### config.mk
export PLATFORM = sky130hd
export DESIGN_NAME = cd_divider_bank
export DESIGN_NICKNAME = d
export VERILOG_FILES = /design/src/rtl/cd_divider_bank.sv
export SDC_FILE = /design/constraint.sdc
export NUM_CORES = 1
export LEC_CHECK = 0
export BUFFER_PORTS_ARGS = -buffer_cell sky130_fd_sc_hd__buf_2
export CAP_MARGIN = 20
export CORE_MARGIN = 8
export CORE_UTILIZATION = 57
export DETAILED_ROUTE_END_ITERATION = 8
export PLACE_DENSITY = 0.89
export SLEW_MARGIN = 20
export SYNTH_ARGS = -nofsm -noshare
export SYNTH_HDL_FRONTEND = slang
export SYNTH_SLANG_ARGS = --single-unit
### constraint.sdc
create_clock -name clk -period 4.14 [get_ports clk]
set_input_delay 0.828 -clock clk [delete_from_list [all_inputs] [get_ports clk]]
set_output_delay 0.828 -clock clk [all_outputs]
set_load 0.005 [all_outputs]
### src/rtl/cd_divider_bank.sv
// cd_divider_bank: a bank of independent programmable clock dividers.
// Each channel runs either in toggle mode (50% duty, period 2L) or in pulse
// mode (one-cycle high every L). A new divide value first goes into a
// per-channel shadow register. It becomes active at a period boundary, so a
// running output never sees a truncated or stretched period. While a channel
// still has a shadow value waiting, cfg_ready is low for that channel.
module cd_divider_bank #(
    parameter int CHANNELS = 4,
    parameter int WIDTH    = 32,
    parameter int CH_W     = (CHANNELS > 1) ? $clog2(CHANNELS) : 1
) (
    input  logic                clk,
    input  logic                rst,
    input  logic [CHANNELS-1:0] en,
    input  logic                cfg_valid,
    output logic                cfg_ready,
    input  logic [CH_W-1:0]     cfg_ch,
    input  logic [WIDTH-1:0]    cfg_limit,
    input  logic                cfg_mode,
    output logic [CHANNELS-1:0] clkout,
    output logic [CHANNELS-1:0] tick,
    output logic [CHANNELS-1:0] pending
);

    localparam logic [WIDTH-1:0] LIM_ZERO = {WIDTH{1'b0}};
    localparam logic [WIDTH-1:0] LIM_ONE  = {{(WIDTH-1){1'b0}}, 1'b1};

    // Active state, shadow state and registered outputs per channel
    logic [WIDTH-1:0]    lim_r    [CHANNELS];
    logic [WIDTH-1:0]    cnt_r    [CHANNELS];
    logic [WIDTH-1:0]    sh_lim_r [CHANNELS];
    logic [CHANNELS-1:0] mode_r;
    logic [CHANNELS-1:0] sh_mode_r;
    logic [CHANNELS-1:0] pend_r;
    logic [CHANNELS-1:0] clkout_r;
    logic [CHANNELS-1:0] tick_r;

    // Next-state values
    logic [WIDTH-1:0]    lim_s    [CHANNELS];
    logic [WIDTH-1:0]    cnt_s    [CHANNELS];
    logic [WIDTH-1:0]    sh_lim_s [CHANNELS];
    logic [CHANNELS-1:0] mode_s;
    logic [CHANNELS-1:0] sh_mode_s;
    logic [CHANNELS-1:0] pend_s;
    logic [CHANNELS-1:0] clkout_s;
    logic [CHANNELS-1:0] tick_s;

    // Per-channel decode
    logic [CHANNELS-1:0] run_s;
    logic [CHANNELS-1:0] wrap_s;
    logic [CHANNELS-1:0] apply_s;
    logic [CHANNELS-1:0] wr_s;
    logic                ready_s;
    logic                accept_s;

    // Write handshake: an out-of-range channel matches no entry and stays ready
    always_comb begin
        ready_s = 1'b1;
        for (int i = 0; i < CHANNELS; i++) begin
            ready_s = (cfg_ch == CH_W'(i)) ? !pend_r[i] : ready_s;
        end
        accept_s = cfg_valid & ready_s;
    end

    // Per-channel run / wrap / apply / write-select decode
    always_comb begin
        run_s   = {CHANNELS{1'b0}};
        wrap_s  = {CHANNELS{1'b0}};
        apply_s = {CHANNELS{1'b0}};
        wr_s    = {CHANNELS{1'b0}};
        for (int i = 0; i < CHANNELS; i++) begin
            run_s[i]   = en[i] && (lim_r[i] != LIM_ZERO);
            wrap_s[i]  = run_s[i] && (cnt_r[i] >= (lim_r[i] - LIM_ONE));
            // A stopped channel takes its shadow value immediately; a running
            // one waits for the end of its current period.
            apply_s[i] = pend_r[i] && (wrap_s[i] || !run_s[i]);
            wr_s[i]    = accept_s && (cfg_ch == CH_W'(i));
        end
    end

    // Next-state: counter, outputs, shadow capture and shadow apply
    always_comb begin
        for (int i = 0; i < CHANNELS; i++) begin
            lim_s[i]     = lim_r[i];
            cnt_s[i]     = cnt_r[i];
            sh_lim_s[i]  = sh_lim_r[i];
            mode_s[i]    = mode_r[i];
            sh_mode_s[i] = sh_mode_r[i];
            pend_s[i]    = pend_r[i];
            clkout_s[i]  = clkout_r[i];
            tick_s[i]    = tick_r[i];

            if (!run_s[i]) begin
                cnt_s[i]    = LIM_ZERO;
                clkout_s[i] = 1'b0;
                tick_s[i]   = 1'b0;
            end else if (wrap_s[i]) begin
                cnt_s[i]  = LIM_ZERO;
                tick_s[i] = 1'b1;
                if (apply_s[i] && (sh_mode_r[i] != mode_r[i])) begin
                    // Mode switch starts the new waveform from a low level
                    clkout_s[i] = 1'b0;
                end else if (mode_r[i]) begin
                    clkout_s[i] = 1'b1;
                end else begin
                    clkout_s[i] = !clkout_r[i];
                end
            end else begin
                cnt_s[i]  = cnt_r[i] + LIM_ONE;
                tick_s[i] = 1'b0;
                if (mode_r[i]) begin
                    clkout_s[i] = 1'b0;
                end else begin
                    clkout_s[i] = clkout_r[i];
                end
            end

            if (apply_s[i]) begin
                lim_s[i]  = sh_lim_r[i];
                mode_s[i] = sh_mode_r[i];
                cnt_s[i]  = LIM_ZERO;
                pend_s[i] = 1'b0;
            end else if (wr_s[i]) begin
                sh_lim_s[i]  = cfg_limit;
                sh_mode_s[i] = cfg_mode;
                pend_s[i]    = 1'b1;
            end else begin
                pend_s[i] = pend_r[i];
            end
        end
    end

    // State registers with asynchronous active-low clear
    always_ff @(posedge clk or negedge rst) begin
        if (!rst) begin
            for (int i = 0; i < CHANNELS; i++) begin
                lim_r[i]    <= LIM_ZERO;
                cnt_r[i]    <= LIM_ZERO;
                sh_lim_r[i] <= LIM_ZERO;
            end
            mode_r    <= {CHANNELS{1'b0}};
            sh_mode_r <= {CHANNELS{1'b0}};
            pend_r    <= {CHANNELS{1'b0}};
            clkout_r  <= {CHANNELS{1'b0}};
            tick_r    <= {CHANNELS{1'b0}};
        end else begin
            for (int i = 0; i < CHANNELS; i++) begin
                lim_r[i]    <= lim_s[i];
                cnt_r[i]    <= cnt_s[i];
                sh_lim_r[i] <= sh_lim_s[i];
            end
            mode_r    <= mode_s;
            sh_mode_r <= sh_mode_s;
            pend_r    <= pend_s;
            clkout_r  <= clkout_s;
            tick_r    <= tick_s;
        end
    end

    assign cfg_ready = ready_s;
    assign clkout    = clkout_r;
    assign tick      = tick_r;
    assign pending   = pend_r;

endmodule

### Yosys cells after proc, flatten, opt, wreduce, memory -nomap -nowiden

Cells that the tools add are included.

| operators by class | value |
|---|---|
| add/subtract/negate cells | 8 |
| magnitude comparators | 4 |
| equality and inequality tests | 11 |
| multiplexer cells | 52 |
| bitwise operators | 5 |
| reduce and logical (&&, ||, !) cells | 49 |

Operators by type and width:

| cell | number |
|---|---|
| $mux 32 | 12 |
| $add 32x1->32 const B | 4 |
| $ge 32x32->1 | 4 |
| $reduce_bool 32->1 | 4 |
| $sub 32x1->32 const B | 4 |
| $mux 1 | 40 |
| $logic_and 1x1->1 | 20 |
| $logic_not 1->1 | 12 |
| $ne 3x2->1 const B | 4 |
| $reduce_and 2->1 | 4 |
| $reduce_bool 2->1 | 4 |
| $eq 2x2->1 const B | 2 |
| $logic_or 1x1->1 | 4 |
| $ne 1x1->1 | 4 |
| $not 1->1 | 4 |
| $eq 2x1->1 const B | 1 |
| $logic_not 2->1 | 1 |
| $and 1x1->1 | 1 |

| word-level totals | value |
|---|---|
| register bits | 404 |
| output and inout port bits | 13 |
| logic and storage cells | 158 |

### Longest topological paths before layout

Gate-level depths: netlist (run 1).

| depth | value |
|---|---|
| word-level depth | 9 |
| depth in mapped cells | 17 |
| mapped depth without buffers | 15 |

### Worst setup path before layout (run 1)

No wires, ideal clock.

| timing path | value |
|---|---|
| path type | register to register |
| from | register lim_r[96] (netlist name) |
| to | register lim_r[100] (netlist name) |
| library setup time | 0.125 ns |
| arrival | 4.260 ns |
| required time | 4.015 ns |
| setup slack | -0.245 ns |
| stages on the path, launching flop included | 17 |
| period minus slack after synthesis | 4.385 ns |
| cell sequence | dfrtp_1 > or4_1 > or4_4 > or4_4 > nor2_1 > nand2_2 > nor3_1 > xnor2_1 > ha_1 > nand4_1 > nor2_1 > a221o_1 > nor3_1 > nand2_2 > nand2_4 > buf_6 > mux2_4 |

| between the ends | value |
|---|---|
| cells in the longest elaborated chain, start to end | 5 |
| elaborated cells on any way between the ends | 8 |
| classes of those cells | 1 x add/sub; 1 x order compare; 6 x reduce/logical |

RTL lines:

| element | line | source |
|---|---|---|
| from (decl) | 29 | `logic [WIDTH-1:0] lim_r [CHANNELS];` |
| from (signal, indexed assignment) | 148 | `lim_r[i] <= lim_s[i];` |
| $sub 32x1->32 or $reduce_bool 32->1 (tied branches) | 73, 72 |  |
| $ge 32x32->1 or $logic_and 1x1->1 (tied branches) | 73, 72 |  |
| $logic_and 1x1->1 or $logic_not 1->1 (tied branches) | n/a |  |
| $logic_or 1x1->1 (*) | 76 | `apply_s[i] = pend_r[i] && (wrap_s[i] \|\| !run_s[i]);` |
| $logic_and 1x1->1 (*) | 76 |  |

Every way passes the cells marked *; elsewhere a longest branch is shown, timed or not.
A chain may end at the register's enable or synchronous reset.

### Worst setup path in the final report (run 1)

| timing path | value |
|---|---|
| from | register lim_r[96] (netlist name) |
| to | register lim_r[124] (netlist name) |

Same word-level chain as after synthesis.

==> impl_metrics.json, run 1 <==
{
  "cts_buffers": 41,
  "status": "complete, but fails checks",
  "fin_crit_ps": 4570,
  "cts.sinks": 404,
  "slowest_stage": "nor4_1",
  "reg2reg_slack_ps": -430,
  "routed-wl-met3_microns": 5300,
  "period_share_pct": 110,
  "syn_to_final_growth_pct": 19.6,
  "antenna_found_initial": 4,
  "fillers": 2265,
  "routed.top_layer": "met5",
  "die-area_sq_um": 44300,
  "drtIter0Drc": 1675,
  "cts_buffer_depth": 3,
  "syn_nets": 2066,
  "routed_via_density": 6.56,
  "violations": "setup timing",
  "drc": 0,
  "place_hpwl_microns": 35700,
  "r2r_cells": 19,
  "rows": 71,
  "cp-start-kind": "flop",
  "port_buffers": 54,
  "final_max_slew_viol_count": 0,
  "synthDistinctLibCells": 63,
  "finalNonFillerCells": 2598,
  "crit_type": "flop to flop",
  "slowest_delay_ps": 430,
  "power_per_cell_area_nw_per_um2": 568,
  "cts-hold-fix-buffers": 0,
  "rsz0062_at_grt": "true",
  "wl_met2_microns": 31700,
  "insertion_delay_ps": 550,
  "synth-main-ff-cell": "dfrtp_1",
  "finClkSkew_ps": 18.8,
  "grt_pass1_wl_microns": 90700,
  "irDropWorstVdd_v": 0.000457,
  "ios": 55,
  "grt_pass1_vias": 16900,
  "track_usage_pct": 25.4,
  "root_buffer": "clkbuf_16",
  "clock.fmax_mhz": 219,
  "synth_area_per_cell_sq_um": 11.4,
  "synth_seq_cells": 404,
  "setup.worst_path.end": "lim_r[124]",
  "startpoint": "lim_r[96]",
  "core_sq_um": 37500,
  "setup_ws_ps": -430,
  "grt_max_degree": 94,
  "maxCapViolCount": 0,
  "finalSetupTns_ps": -34630,
  "yosysWarnings": 0,
  "leakage_nw": 11.5,
  "cp.required_ps": 4560,
  "path_cells": "buf_4 -> buf_4 -> buf_4 -> inv_1 -> ha_1 -> nor3b_1 -> nand4_1 -> nand2b_1 -> nor4_1 -> xnor2_1 -> ha_1 -> a21oi_1 -> nand2_1 -> a221o_1 -> nor3_4 -> nand2_2 -> nand2_4 -> buf_12 -> mux2_4",
  "worstReg2RegStart": "lim_r[96]",
  "cts_tree": "built",
  "seq_area_frac_synth_pct": 46.9,
  "rr_endpoint": "lim_r[124]",
  "dr.pass1.iters": 6,
  "antenna_left": 0,
  "synthCells": 1888,
  "die_h_microns": 211,
  "post-route-util_pct": 68.8,
  "crit_fanout": 12,
  "nets": 2233,
  "synthesis.area_sq_um": 21600,
  "hold_path.class": "input pin to async pin",
  "setup_viol": 234,
  "postSynth.asyncResetShare_pct": 100,
  "clk_pin_slew_ps": 70,
  "grt_overflow_total": 0,
  "dp_cells": 2478,
  "synth_edf_count": 0,
  "worstMarginPinSlew_ps": 890,
  "htree_num_levels": 2,
  "gp_congestion": 0.869,
  "initial_core_util_pct": 57.5,
  "critPathArrivalTime_ps": 4990,
  "relSlewSlack_pct": 39.7,
  "die_x_microns": 211,
  "drt_wl_total_microns": 65700,
  "cp-end-kind": "flop",
  "drt-met1-wl_microns": 23400,
  "drive_gt1_share_pct": 31.2,
  "wl_per_cell_microns": 25.3,
  "via_count": 17000,
  "cp_common_cell": "buf_4",
  "hold_viol": 0
}
layout by cell type (no fill, tap or decap), types with 25 or more instances in the layout:
cell type	instances
nand4_1	39
nand2_1	117
nor3_1	31
mux2_2	165
buf_2	53
clkbuf_16	50
dfrtp_1	403
inv_1	25
mux2_4	99
xor2_1	105
ha_1	134
a21oi_1	59
nand3_1	47
o21ai_0	31
nor2_1	177
xnor2_1	124
buf_4	80
nor2_4	28
critical path, delay by kind of cell, from the launching register on:
family / cells / cell delay [ps]
AND/OR/NAND/NOR: 8 / 1730
buffers and inverters: 5 / 670
AO/OA/AOI/OAI: 2 / 590
adder cells (fa/ha/maj): 2 / 500
flip-flops: 1 / 410
multiplexers: 1 / 310
XOR/XNOR: 1 / 210
routing by layer:
layer	vias up	GRT usage (%)
li1	7017	-
met1	8491	30.2
met2	1125	42.9
met3	409	4.34
met4	4	15.4
met5	-	0
area by class of cell:
class                           count  area [sq um]  area share, %
Inverter                           25          93.8          0.364
Sequential cell                   404         10100           39.2
Clock inverter                     18           211          0.820
Timing Repair Buffer              166          1520           5.89
Tap cell                          511           639           2.48
Antenna cell                        2          5.00         0.0194
Clock buffer                       55          1210           4.70
Multi-Input combinational cell   1417         12000           46.5
metrics by stage:
| stage | power (mW) | setup slack, ps | area [sq um] | hold WS [ps] |
|---|---|---|---|---|
| 6_report | 14.6 | -430 | 25800 | 247 |
| 5_1_grt | 15.1 | -680 | 25800 | 306 |
| 2_1_floorplan | 8.40 | 30.5 | 21600 | 446 |
| 3_5_place_dp | 9.61 | -205 | 22900 | 489 |
| 4_1_cts | 13.8 | -165 | 24900 | 285 |
| 3_3_place_gp | 9.24 | -34.0 | 22900 | 474 |
how the worst min path moves through the flow:
stage,start,end,slack (ps),depth (start not counted)
global placement,cnt_r[0],cnt_r[0],470,1
CTS,rst,lim_r[72],280,1
detailed placement,sh_lim_r[109],lim_r[109],490,1
floorplan,cnt_r[0],cnt_r[0],450,1
global route,rst,cnt_r[67],310,1
finish,rst,cnt_r[91],250,1
Yosys cell counts, types with 9 or more instances:
master / instances / area (sq um)
a21oi_1: 64 / 320
nand3_1: 49 / 245
and3_1: 27 / 169
inv_1: 25 / 93.8
nand4_1: 39 / 244
nor2_1: 216 / 811
nor3b_1: 10 / 75.1
o21ai_0: 33 / 165
ha_1: 136 / 1700
or3_1: 25 / 156
and4_1: 10 / 87.6
nor4_1: 32 / 200
nand2_1: 128 / 480
nor3_1: 46 / 230
mux2_2: 174 / 1960
xnor2_1: 124 / 1090
dfrtp_1: 404 / 10100
buf_6: 9 / 101
xor2_1: 107 / 937
mux2_4: 90 / 1350
nand2b_1: 9 / 56.3
clkbuf_1: 24 / 90.1
or4_1: 12 / 90.1
where the power goes:
part	internal (mW)	switching, mW
Clock	2.31	1.64
Sequential	4.89	1.42
Combinational	2.31	2.07
Total	9.52	5.13
sequential cells by signal, indices dropped and copies added, names as in the netlist:
register and count:
clkout 4, cnt_r 128, lim_r 128, mode_r 4, pending 4, sh_lim_r 128
sh_mode_r 4, tick 4
what timing repair did:
action,CTS,global route
buffers inserted,14,25
cloned,6,8
endpoints found under the setup margin,232,268
pin swaps,17,58
gates resized for setup,61,136
cells by family (layout without fill, tap and decap cells):
kind of cell    Yosys count  after routing  share of synthesized area, %
buf+inv                  67            264                          1.52
other cells               0              2                             0
flops                   404            404                          46.9
mux                     265            265                          15.5
xor+xnor                231            231                          9.38
simple gates            642            642                          14.7
fa+ha+maj               136            136                          7.89
compound gates          143            143                          4.14
No activity file was read; power rests on OpenSTA's default activity.
==> run 2: changes to the inputs <==
CORE_UTILIZATION = 63   (was 57)
PLACE_DENSITY = 0.92   (was 0.89)
clock period = 4.8 ns   (was 4.14 ns; I/O delays follow)
==> run 2 against run 1 <==
The flow still finishes with violations (setup timing). Core utilization grew 2.6 points. Design area shrank 6.9%. Non-clock buffer count shrank 77. Global-route usage grew 2.3 points. Critical path depth shrank 2. Total power shrank 20%. Via count shrank 7.4%. Worst setup slack gained 430 ps. Flip-flop and latch count is the same. Critical path type unchanged. Critical endpoint is now lim_r[29].
==> impl_metrics.json, run 2 (synthesis results as in run 1) <==
{
  "wl_per_cell_microns": 23.3,
  "rows": 67,
  "setup_viol": 1,
  "drt_wl_total_microns": 57300,
  "irDropWorstVdd_v": 0.000406,
  "grt_pass1_wl_microns": 90400,
  "dp_cells": 2381,
  "top_usage_layer": "met2",
  "cts_buffers": 42,
  "grt_util_met3_pct": 4.91,
  "power_per_cell_area_nw_per_um2": 488,
  "cp.required_ps": 5230,
  "top_regs": "cnt_r: 128 flops, lim_r: 128 flops, sh_lim_r: 128 flops",
  "relSlewSlack_pct": 36.1,
  "clk_pin_slew_ps": 70,
  "critPathArrivalTime_ps": 5230,
  "power_frac_comb_pct": 27.1,
  "finalNonFillerCells": 2460,
  "sw_frac_of_total_pct": 33.8,
  "setup_ws_ps": -1.45,
  "worstMarginPinSlew_ps": 959,
  "grtUsageMet1_pct": 33.7,
  "gp_congestion": 0.876,
  "grt_pass1_vias": 16400,
  "place_hpwl_microns": 36000,
  "fin_crit_ps": 4800,
  "via_count": 15800,
  "p_seq_share_pct": 45.6,
  "drive_gt1_share_pct": 23.1,
  "antenna_left": 0,
  "finalPower_mw": 11.7,
  "track_usage_pct": 27.7,
  "routed_via_density": 6.42,
  "worstReg2RegStart": "lim_r[8]",
  "hold_viol": 0,
  "cp-start-kind": "flop",
  "cts-hold-fix-buffers": 0,
  "initial_core_util_pct": 64.1,
  "final_common_cell": "dfrtp_1",
  "grtUsageMet2_pct": 45.8,
  "dr.pass1.iters": 5,
  "min-delay-start": "sh_lim_r[67]",
  "cts_tree": "built",
  "die_h_microns": 201,
  "p_int_mw": 7.75,
  "finClkSkew_ps": 16.8,
  "syn_to_final_growth_pct": 11.3,
  "clock_power_share_pct": 27.3,
  "drtIter0Drc": 1525,
  "hold_path.class": "flop to flop",
  "hold_depth": 1,
  "nets": 2157,
  "core_sq_um": 33600,
  "period_share_pct": 100,
  "insertion_delay_ps": 550,
  "htree_num_levels": 2,
  "clock.fmax_mhz": 208,
  "root_buffer": "clkbuf_16",
  "ios": 55,
  "crit_type": "flop to flop",
  "cp-end-kind": "flop",
  "final_max_slew_viol_count": 0,
  "multi_input_area_sq_um": 11300,
  "p_switching_mw": 3.96,
  "r2r_cells": 17,
  "port_buffers": 54,
  "violations": "setup timing",
  "grt_max_degree": 125,
  "cts.sinks": 404,
  "crit_fanout": 13,
  "antenna_found_initial": 6,
  "leakage_nw": 10.7,
  "seqCellArea_sq_um": 10100,
  "grt_overflow_total": 0,
  "die-area_sq_um": 40400,
  "drc": 0,
  "fillers": 1949,
  "startpoint": "lim_r[8]",
  "die_x_microns": 201,
  "maxCapViolCount": 0,
  "final_cell_mix": "404 x dfrtp_1, 214 x nor2_1, 174 x mux2_2, 136 x ha_1, 128 x nand2_1",
  "status": "complete, but fails checks",
  "cts_buffer_depth": 3
}
## run 2: cell types whose count changed in the layout (fill, tap and decap cells not counted), sizes merged
cell / previous run / this run
buf: 159 / 88
bufinv: 4 / 1
clkbuf: 62 / 61
clkinvlp: 4 / 5
inv: 27 / 26
## run 2: worst max-delay path: stages, from the launching register on
cell,delay [ps]
dfrtp_1,470
nor4_4,360
nor4b_1,320
buf_4,210
nand2_1,100
nor2_1,220
nand2_1,150
or3_1,410
xor2_1,180
ha_1,310
nand4_1,130
or4_1,580
nor2_1,210
o31ai_1,160
nand3_2,140
nand2_4,170
buf_12,230
mux2_4,320
## run 2: worst paths after layout
path	end	slack (ps)
min in group asynchronous	cnt_r[4]	500
max reg2reg	lim_r[29]	-1
min	lim_r[67]	490
max in group asynchronous	lim_r[125]	3170
max	lim_r[29]	-1
min reg2reg	lim_r[67]	490
## run 2: final cells by class
class                      instances  share of cell area (%)
tap                              448                    2.34
clock buffer                      60                    5.08
antenna                            2                  0.0209
sequential                       404                    42.1
multi-input combinational       1417                    46.9
inverter                          25                   0.391
timing repair buffer              89                    2.61
clock inverter                    15                   0.485
## run 2: power by group through the flow
stage | Clock (mW) | Combinational [mW] | Sequential (mW)
finish | 3.20 | 3.18 | 5.34
detailed placement | 0 | 2.95 | 5.23
floorplan | 0 | 2.32 | 4.91
global placement | 0 | 2.71 | 5.12
CTS | 3.21 | 3.09 | 5.25
global route | 3.35 | 3.44 | 5.41
## run 2: what timing repair did
item                                    in CTS  in global routing
pin swaps                                    0                  3
endpoints found under the setup margin      33                167
resized for setup                            4                 19
cloned                                       0                  1
buffers inserted                             0                  1
## run 2: layer usage
| layer | up-vias | routed length (microns) | share of wire [%] |
|---|---|---|---|
| met5 | - | 12 | 0.021 |
| met2 | 787 | 27900 | 49 |
| met3 | 254 | 4140 | 7.2 |
| li1 | 6877 | - | - |
| met1 | 7873 | 21700 | 38 |
| met4 | 2 | 3560 | 6.2 |
## run 2: metrics by stage
stage | utilization (%) | hold slack [ps] | TNS (ps) | cell area (sq um) | setup WS, ps
after detailed placement | 66.9 | 489 | -3990 | 22500 | -160
after global routing | 71.4 | 516 | -5330 | 24000 | -134
after global placement | 66.9 | 482 | 0 | 22500 | 113
after CTS | 71.0 | 502 | 0 | 23900 | 36.5
final | 71.4 | 494 | -1.45 | 24000 | -1.45
after floorplan | - | 446 | 0 | 21600 | 415
==> run 3: changes to the inputs <==
ABC_AREA = 1   (was not set)
CORE_UTILIZATION = 64   (was 63)
PLACE_DENSITY = 0.93   (was 0.92)
==> run 3 against run 2 <==
Count of clock-buffer cells in the layout down 3. First-iteration DRC count is 38% higher. The flow now finishes without violations. Global-route usage is 2.0 points higher. Total power rose by 19%. Largest cell class unchanged. Non-clock buffer count decreased by 19.
==> impl_metrics.json, run 3 <==
{
  "grt_pass1_vias": 21400,
  "cp.required_ps": 5320,
  "relSlewSlack_pct": 35.1,
  "grt_overflow_total": 0,
  "via_count": 21200,
  "dr.pass1.iters": 7,
  "cts.sinks": 404,
  "insertion_delay_ps": 580,
  "core_sq_um": 36500,
  "root_buffer": "clkbuf_16",
  "cts-hold-fix-buffers": 0,
  "yosysWarnings": 0,
  "hold_viol": 0,
  "routed_via_density": 5.90,
  "finClkSkew_ps": 21.4,
  "cp-end-kind": "flop",
  "rsz0062_at_grt": "false",
  "synthTopCellsByArea": "dfrtp_1 43%, nand2_1 14%, ha_1 7.2%",
  "ios": 55,
  "hold_ws_ps": 469,
  "track_usage_pct": 29.6,
  "syn_nets": 3232,
  "htree_num_levels": 2,
  "cts_buffer_depth": 3,
  "grt_max_degree": 124,
  "die_h_microns": 208,
  "cp-start-kind": "flop",
  "postSynth.asyncResetShare_pct": 100,
  "place_area_sq_um": 24200,
  "synth_seq_cells": 404,
  "cts_setup_buffers": 0,
  "final_max_slew_viol_count": 0,
  "antenna_cells": 0,
  "worstMarginPinSlew_ps": 974,
  "gp_congestion": 0.930,
  "die-area_sq_um": 43500,
  "wl_per_cell_microns": 18.0,
  "synth_area_per_cell_sq_um": 7.76,
  "syn_to_final_growth_pct": 8.77,
  "final_cell_mix": "853 x nand2_1, 404 x dfrtp_1, 375 x nor2_1, 306 x inv_1, 205 x nand3_1",
  "cts_tree": "built",
  "post-route-util_pct": 70.6,
  "clock.fmax_mhz": 253,
  "status": "finished, final reports clean",
  "top_regs": "cnt_r: 128 flops, lim_r: 128 flops, sh_lim_r: 128 flops",
  "grt_pass1_wl_microns": 106000,
  "hold_path.class": "input pin to async pin",
  "dp_cells": 3509,
  "place_hpwl_microns": 44000,
  "final_common_cell": "nand2_1",
  "final_area_sq_um": 25800,
  "synthCells": 3054,
  "maxCapViolCount": 0,
  "seq_area_frac_synth_pct": 42.6,
  "drt_wl_total_microns": 64400,
  "port_buffers": 54,
  "die_x_microns": 208,
  "synth_most_common_cell": "nand2_1",
  "synth_edf_count": 0,
  "drc": 0,
  "antenna_found_initial": 2,
  "power_per_cell_area_nw_per_um2": 539,
  "cts_resized": 0,
  "drive_gt1_share_pct": 6.51,
  "rows": 70,
  "synthDistinctLibCells": 38,
  "period_share_pct": 82.2,
  "drtIter0Drc": 2109,
  "clk_pin_slew_ps": 70,
  "leakage_nw": 12.9,
  "critPathArrivalTime_ps": 4470,
  "crit_type": "flop to flop",
  "antenna_left": 0,
  "synth_top_cell_by_area": "dfrtp_1",
  "yosys.area.top_type_share_pct": 42.6,
  "finalSetupTns_ps": 0,
  "yosys-top-cells-count": "853 x nand2_1, 404 x dfrtp_1, 375 x nor2_1",
  "synthesis.area_sq_um": 23700,
  "crit_fanout": 33,
  "finalNonFillerCells": 3587,
  "synth-main-ff-cell": "dfrtp_1",
  "setup_viol": 0,
  "fillers": 2593,
  "cts_buffers": 43,
  "irDropWorstVdd_v": 0.000380,
  "fin_crit_ps": 3950,
  "nets": 3264,
  "initial_core_util_pct": 64.9
}
## run 3: logic make-up after synthesis
family | count (synthesis) | share of synthesized area, %
adders and majority gates | 136 | 7.18
DFF | 404 | 42.6
and+or+nand+nor | 1694 | 30.6
xor gates and xnor gates | 191 | 7.05
buffers and inverters | 392 | 7.14
AOI/OAI and AO/OA | 237 | 5.35
## run 3: where the power goes
group / internal, mW / switching (mW) / leakage (nW)
Sequential: 4.38 / 1.03 / 5.28
Combinational: 1.71 / 3.14 / 6.86
Clock: 2.18 / 1.47 / 0.754
Total: 8.27 / 5.64 / 12.9
## run 3: path summary, 6_finish.rpt
check                      slack, ps  cells after the start      start         end
hold / removal                   470                      1        rst   cnt_r[69]
setup / recovery                 850                     19  lim_r[34]   lim_r[45]
hold reg to reg                  480                      2  lim_r[96]   lim_r[96]
min in group clk                 480                      2  lim_r[96]   lim_r[96]
setup reg to reg                 850                     19  lim_r[34]   lim_r[45]
max in group asynchronous       3260                      2        rst  cnt_r[127]
## run 3: critical path, cell delays in order (launching register included)
cell and delay (ps):
dfrtp_1 420, nor2_1 160, nand2_1 110, nor2_4 150, nand4_1 170, nor2_2 230, nand3_2 190, nor2_4 170
nand2_1 110, xor2_1 260, ha_1 310, a21oi_1 170, o21ai_0 100, nand2_1 70, nand2_1 50, a21oi_1 210
nand3_2 340, nand2_4 420, nand2_1 120, nand2_1 100
## run 3: stage by stage
stage          total power, mW  worst slack (ps)
2_1_floorplan             8.73              1780
3_3_place_gp              9.59              1170
3_5_place_dp              10.0               997
4_1_cts                   13.8               937
5_1_grt                   14.8               501
6_report                  13.9               854
## run 3: metal layers
metal  GRT usage (%)  vias up  wire [microns]
met2            49.9      948           30900
met3            6.85      238            5700
li1                -     9857               -
met1            36.2    10100           25000
met5               0        -               0
met4            12.9        0            2780
## run 3: area by class of cell
type	instances	area [sq um]	share of cell area, %
clock buffer	57	1220	4.72
clock inverter	21	323	1.25
inverter	309	1160	4.50
multi-input combinational	2258	12000	46.4
sequential	404	10100	39.2
tap	468	586	2.27
timing repair buffer	70	438	1.70
